==> src/rtl/snn_seq_pkg.sv <==
// Shared constants and state encoding for the LIF time-step sequencer.
package snn_seq_pkg;

  localparam int W5    = 5;
  localparam int ACC_W = 9;

  localparam logic [5:0] ADDR_THR = 6'd32;
  localparam logic [5:0] ADDR_DEC = 6'd33;
  localparam logic [5:0] ADDR_REF = 6'd34;

  localparam logic [4:0] THR_RST = 5'd8;
  localparam logic [2:0] DEC_RST = 3'd1;
  localparam logic [4:0] REF_RST = 5'd2;

  typedef enum logic [2:0] {
    ST_IDLE    = 3'd0,
    ST_ACCUM   = 3'd1,
    ST_FIRE    = 3'd2,
    ST_CAPTURE = 3'd3,
    ST_DONE    = 3'd4
  } seq_state_t;

endpackage

==> src/rtl/lif_step_sequencer_sat_clamp5.sv <==
// Saturating clamp of a 9-bit signed accumulator into the 5-bit signed
// neuron current range [-16, +15].
module sat_clamp5
  import snn_seq_pkg::*;
(
  input  logic signed [ACC_W-1:0] din,
  output logic signed [W5-1:0]    dout
);

  localparam logic signed [ACC_W-1:0] MAX_V = 9'sd15;
  localparam logic signed [ACC_W-1:0] MIN_V = -9'sd16;

  // Saturate above +15 and below -16, pass the low bits through otherwise
  always_comb begin
    if (din > MAX_V) begin
      dout = 5'sd15;
    end else if (din < MIN_V) begin
      dout = 5'b10000;
    end else begin
      dout = din[W5-1:0];
    end
  end

endmodule

==> src/rtl/lif_step_sequencer.sv <==
// Time-step sequencer: accumulates weighted input spikes per neuron, fires the
// attached LIF neurons for one cycle and captures their spike outputs.
module lif_step_sequencer
  import snn_seq_pkg::*;
#(
  parameter int N_IN  = 8,
  parameter int N_OUT = 4
) (
  input  logic                  clk,
  input  logic                  reset,
  input  logic                  start,
  input  logic [N_IN-1:0]       in_spikes,
  output logic                  busy,
  output logic                  done,
  output logic [N_OUT-1:0]      out_spikes,
  input  logic                  cfg_we,
  input  logic [5:0]            cfg_addr,
  input  logic [4:0]            cfg_wdata,
  output logic [N_OUT-1:0]      nrn_enable,
  output logic [N_OUT*W5-1:0]   nrn_current,
  output logic [4:0]            nrn_threshold,
  output logic [2:0]            nrn_decay,
  output logic [4:0]            nrn_refractory,
  input  logic [N_OUT-1:0]      nrn_spike
);

  localparam int IDX_W = (N_IN > 1) ? $clog2(N_IN) : 1;
  localparam int N_W   = N_OUT * N_IN;

  seq_state_t              state_r;
  seq_state_t              state_next_s;
  logic [IDX_W-1:0]        idx_r;
  logic [N_IN-1:0]         spikes_r;
  logic signed [ACC_W-1:0] acc_r [N_OUT];
  logic [W5-1:0]           w_r [N_W];
  logic [4:0]              thr_r;
  logic [2:0]              dec_r;
  logic [4:0]              ref_r;
  logic [N_OUT-1:0]        out_r;
  logic                    busy_s, done_s, enable_s;
  logic                    busy_r, done_r, enable_r;
  logic                    last_idx_s;
  logic                    spike_sel_s;
  logic [W5-1:0]           wsel_s [N_OUT];

  assign last_idx_s = (idx_r == IDX_W'(N_IN - 1));

  // State register
  always_ff @(posedge clk or posedge reset) begin
    if (reset) begin
      state_r <= ST_IDLE;
    end else begin
      state_r <= state_next_s;
    end
  end

  // Next-state logic
  always_comb begin
    state_next_s = state_r;
    case (state_r)
      ST_IDLE: begin
        if (start) state_next_s = ST_ACCUM;
        else       state_next_s = ST_IDLE;
      end
      ST_ACCUM: begin
        if (last_idx_s) state_next_s = ST_FIRE;
        else            state_next_s = ST_ACCUM;
      end
      ST_FIRE:    state_next_s = ST_CAPTURE;
      ST_CAPTURE: state_next_s = ST_DONE;
      ST_DONE:    state_next_s = ST_IDLE;
      default:    state_next_s = ST_IDLE;
    endcase
  end

  // Status decode from the next state so the flags come straight out of flops
  always_comb begin
    busy_s   = (state_next_s != ST_IDLE);
    done_s   = (state_next_s == ST_DONE);
    enable_s = (state_next_s == ST_FIRE);
  end

  // Status flag registers
  always_ff @(posedge clk or posedge reset) begin
    if (reset) begin
      busy_r   <= 1'b0;
      done_r   <= 1'b0;
      enable_r <= 1'b0;
    end else begin
      busy_r   <= busy_s;
      done_r   <= done_s;
      enable_r <= enable_s;
    end
  end

  // Select the latched spike bit and each neuron's weight for the current idx
  always_comb begin
    spike_sel_s = 1'b0;
    for (int j = 0; j < N_OUT; j++) begin
      wsel_s[j] = {W5{1'b0}};
    end
    for (int i = 0; i < N_IN; i++) begin
      spike_sel_s = spike_sel_s | (spikes_r[i] & (idx_r == IDX_W'(i)));
      for (int j = 0; j < N_OUT; j++) begin
        wsel_s[j] = wsel_s[j] | (w_r[j*N_IN+i] & {W5{idx_r == IDX_W'(i)}});
      end
    end
  end

  // Step datapath: latch inputs, accumulate weights, capture neuron spikes
  always_ff @(posedge clk or posedge reset) begin
    if (reset) begin
      idx_r    <= {IDX_W{1'b0}};
      spikes_r <= {N_IN{1'b0}};
      out_r    <= {N_OUT{1'b0}};
      for (int j = 0; j < N_OUT; j++) begin
        acc_r[j] <= 9'sd0;
      end
    end else begin
      case (state_r)
        ST_IDLE: begin
          if (start) begin
            spikes_r <= in_spikes;
            idx_r    <= {IDX_W{1'b0}};
            for (int j = 0; j < N_OUT; j++) begin
              acc_r[j] <= 9'sd0;
            end
          end
        end
        ST_ACCUM: begin
          idx_r <= idx_r + IDX_W'(1);
          if (spike_sel_s) begin
            for (int j = 0; j < N_OUT; j++) begin
              acc_r[j] <= acc_r[j] + ACC_W'($signed(wsel_s[j]));
            end
          end
        end
        ST_CAPTURE: out_r <= nrn_spike;
        default: begin
        end
      endcase
    end
  end

  // Configuration registers, writable only while idle
  always_ff @(posedge clk or posedge reset) begin
    if (reset) begin
      for (int k = 0; k < N_W; k++) begin
        w_r[k] <= {W5{1'b0}};
      end
      thr_r <= THR_RST;
      dec_r <= DEC_RST;
      ref_r <= REF_RST;
    end else if (cfg_we && !busy_r) begin
      for (int k = 0; k < N_W; k++) begin
        if (cfg_addr == 6'(k)) w_r[k] <= cfg_wdata;
      end
      if (cfg_addr == ADDR_THR) thr_r <= cfg_wdata;
      if (cfg_addr == ADDR_DEC) dec_r <= cfg_wdata[2:0];
      if (cfg_addr == ADDR_REF) ref_r <= cfg_wdata;
    end
  end

  for (genvar j = 0; j < N_OUT; j++) begin : g_clamp
    sat_clamp5 u_clamp (
      .din  (acc_r[j]),
      .dout (nrn_current[W5*j +: W5])
    );
  end

  assign busy           = busy_r;
  assign done           = done_r;
  assign nrn_enable     = {N_OUT{enable_r}};
  assign out_spikes     = out_r;
  assign nrn_threshold  = thr_r;
  assign nrn_decay      = dec_r;
  assign nrn_refractory = ref_r;

endmodule

==> config.mk <==
export PLATFORM = sky130hd
export DESIGN_NAME = lif_step_sequencer
export DESIGN_NICKNAME = d
export VERILOG_FILES = /design/src/rtl/snn_seq_pkg.sv /design/src/rtl/lif_step_sequencer_sat_clamp5.sv /design/src/rtl/lif_step_sequencer.sv
export SDC_FILE = /design/constraint.sdc
export NUM_CORES = 1
export LEC_CHECK = 0
export ABC_CLOCK_PERIOD_IN_PS = 18400
export CAP_MARGIN = 30
export CORE_MARGIN = 2
export CORE_UTILIZATION = 65
export CTS_CLUSTER_SIZE = 12
export DETAILED_ROUTE_END_ITERATION = 7
export DONT_BUFFER_PORTS = 1
export HOLD_SLACK_MARGIN = 0.05
export PLACE_DENSITY = 0.82
export SYNTH_ARGS = -nofsm -noshare
export SYNTH_HDL_FRONTEND = slang
export SYNTH_SLANG_ARGS = --single-unit
==> constraint.sdc <==
create_clock -name clk -period 18.4 [get_ports clk]
set_clock_uncertainty 0.15 [all_clocks]
set_input_delay 3.68 -clock clk [delete_from_list [all_inputs] [get_ports clk]]
set_output_delay 3.68 -clock clk [all_outputs]
set_load 0.02 [all_outputs]
==> results.cfg <==
[yosys]
synthTopCellsByArea = dfrtp_1 49%, mux2_2 22%, ha_1 4.6%
yosysTopAreaCell = dfrtp_1
yosysWarnings = 0
netlist_area_mm2 = 0.01154
synth_edf_count = 0
async_reset_ff_share_pct = 100.0
ys.flop_type = dfrtp_1
synthesis.nets = 1019
ys_seq_elements = 230
synthTopCellsByCount = 228 x mux2_2, 227 x dfrtp_1, 88 x nand2_1, 42 x ha_1
yosysMostFrequentCell = mux2_2
seq_area_frac_synth_pct = 49.91
postSynthAreaPerCell_um2 = 12.20
synth_cell_types = 56
synth_top_area_share_pct = 49.23
synth_cells = 946

[global_routing]
grt_max_degree = 103
grtUsageTotal_pct = 27.91
grt_first_pass_wirelength_um = 40970
grt_pass1_vias = 7828
grt_overflow_total = 0
antenna_found_initial = 0

[sta]
min_period_ps = 5428
final_hold_viol_count = 0
fin_setup_tns_ps = 0
setup_viol_count_final = 0
max_freq_ghz = 0.1842
slew_headroom_pct = 28.32
worst_slew_pin_slew_ps = 1075
finalCritPeriodShare_pct = 29.50
slew_violations = 0
grt_setup_unrepaired = no

[min_path]
hold_path.class = register to register

[routing]
routed_wl_um = 25050
vias = 7542
first_pass_iters = 8
vias_per_cell = 6.468
first_iter_violations = 598
wl_per_cell_um = 21.48
antenna_left = 0
drc = 0

[cts]
postCtsSetupBuffers = 0
post_cts_resized = 0
cts_root_buf = clkbuf_16
cts_buffers = 24
insertion_delay_ps = 520
cts.sinks = 230
cts_tree = yes
cts_max_level = 1
clk_pin_slew_ps = 60
cts_buffer_depth = 3
cts_hold_buf = 0

[floorplan]
die_area_mm2 = 0.01883
fp.dieW_um = 137.2
ioPinCount = 70
initial_utilization_pct = 66.71
rows = 48
die_y_um = 137.2
core-area_mm2 = 0.01730

[layout]
drive_gt1_share_pct = 30.39
nets = 999
filler_cell_count = 1173
final_area_mm2 = 0.01240
n_antenna_cell = 0
final_cells = 1166
syn2layout_area_growth_pct = 7.482

[power]
power_w = 0.001631
power_density_mw_per_mm2 = 131.5
p_leak_nw = 6.213
peakVddDrop_mv = 0.09094

[setup_path]
cp-end-kind = primary output
crit_type = register to primary output
required_ps = 14570
cp-start-kind = register
critPathArrivalTime_ps = 1600
crit_fanout = 4

[job]
drv_cap = 0

[placed_design]
dp_cells = 1125
place_congestion = 0.8426
dp.final_hpwl_um = 15990
dpl_cell_area_mm2 = 0.01166
port_buffers = 0

[status]
status = finished clean
-- layout make-up --
type,instances,area (um2),area share (%)
clock inverter,2,10.01,0.08071
sequential,230,5761,46.45
clock buffer,39,728.2,5.872
timing repair buffer,9,75.07,0.6053
tap,225,281.5,2.270
multi-input combinational,645,5479,44.18
inverter,16,67.56,0.5448
-- power breakdown --
group / switching [W] / leakage (nW) / internal (W)
registers: 0.0000742 / 3.12 / 0.000581
clock network: 0.000190 / 0.362 / 0.000268
logic: 0.000327 / 2.73 / 0.000191
total: 0.000590 / 6.21 / 0.00104
-- per-stage QoR --
stage | hold WS [ps] | setup WS [ps] | utilization, %
after floorplan | 321.9 | 8270 | -
after global placement | 330.3 | 12360 | 67.30
after detailed placement | 340.1 | 12340 | 67.43
after CTS | 353.2 | 12880 | 71.70
after global routing | 359.3 | 12560 | 71.70
final | 351.5 | 12970 | 71.70
-- placed cells by master, fill, tap and decap left out, types with 13 or more instances in the layout --
master	Yosys	layout
nor2_1	30	30
ha_1	42	42
dfrtp_1	227	226
a21oi_1	13	13
a222oi_1	20	20
clkbuf_16	0	25
inv_1	15	14
a21o_1	22	22
xnor2_1	15	15
nand2_1	88	88
a22oi_1	17	17
o21ai_0	40	40
mux2_2	228	228
-- flip-flops by register name, indices dropped and copies added (netlist names) --
register        count
out_spikes          4
busy                1
nrn_decay           3
done                1
spikes_r            8
state_r             3
nrn_threshold       5
enable_r            1
acc_r              36
w_r               160
nrn_refractory      5
idx_r               3
-- path summary, 6_finish.rpt --
| check | slack (ps) | depth (start not counted) | endpoint | startpoint |
|---|---|---|---|---|
| min in group asynchronous | 2970 | 1 | acc_r[28] | reset |
| setup / recovery | 12970 | 3 | nrn_current[15] | acc_r[4] |
| setup reg to reg | 14000 | 11 | acc_r[8] | idx_r[2] |
| hold reg to reg | 350 | 1 | w_r[26] | w_r[26] |
| max in group asynchronous | 13010 | 3 | idx_r[2] | reset |
| hold / removal | 350 | 1 | w_r[26] | w_r[26] |
-- routing by layer --
| layer | share of wire, % | global-route usage [%] | wire [um] | up-vias |
|---|---|---|---|---|
| li1 | - | - | - | 3413 |
| met1 | 43 | 38.46 | 10780 | 3826 |
| met2 | 47 | 43.70 | 11870 | 243 |
| met3 | 6.7 | 6.218 | 1684 | 60 |
| met4 | 2.9 | 10.54 | 715 | 0 |
| met5 | 0 | 0 | 0 | - |
-- worst max-delay path: stages (launching register included) --
cell and delay [ps]:
dfrtp_1 420, nor4_1 300, nor2_1 130, a21o_1 240
-- kinds of logic after synthesis --
family / synth area share [%]
buf+inv: 2.602
flops: 49.91
compound gates: 9.662
xor+xnor: 1.974
fa+ha+maj: 5.248
mux: 23.12
simple gates: 7.482
No activity file was read; power rests on OpenSTA's default activity.
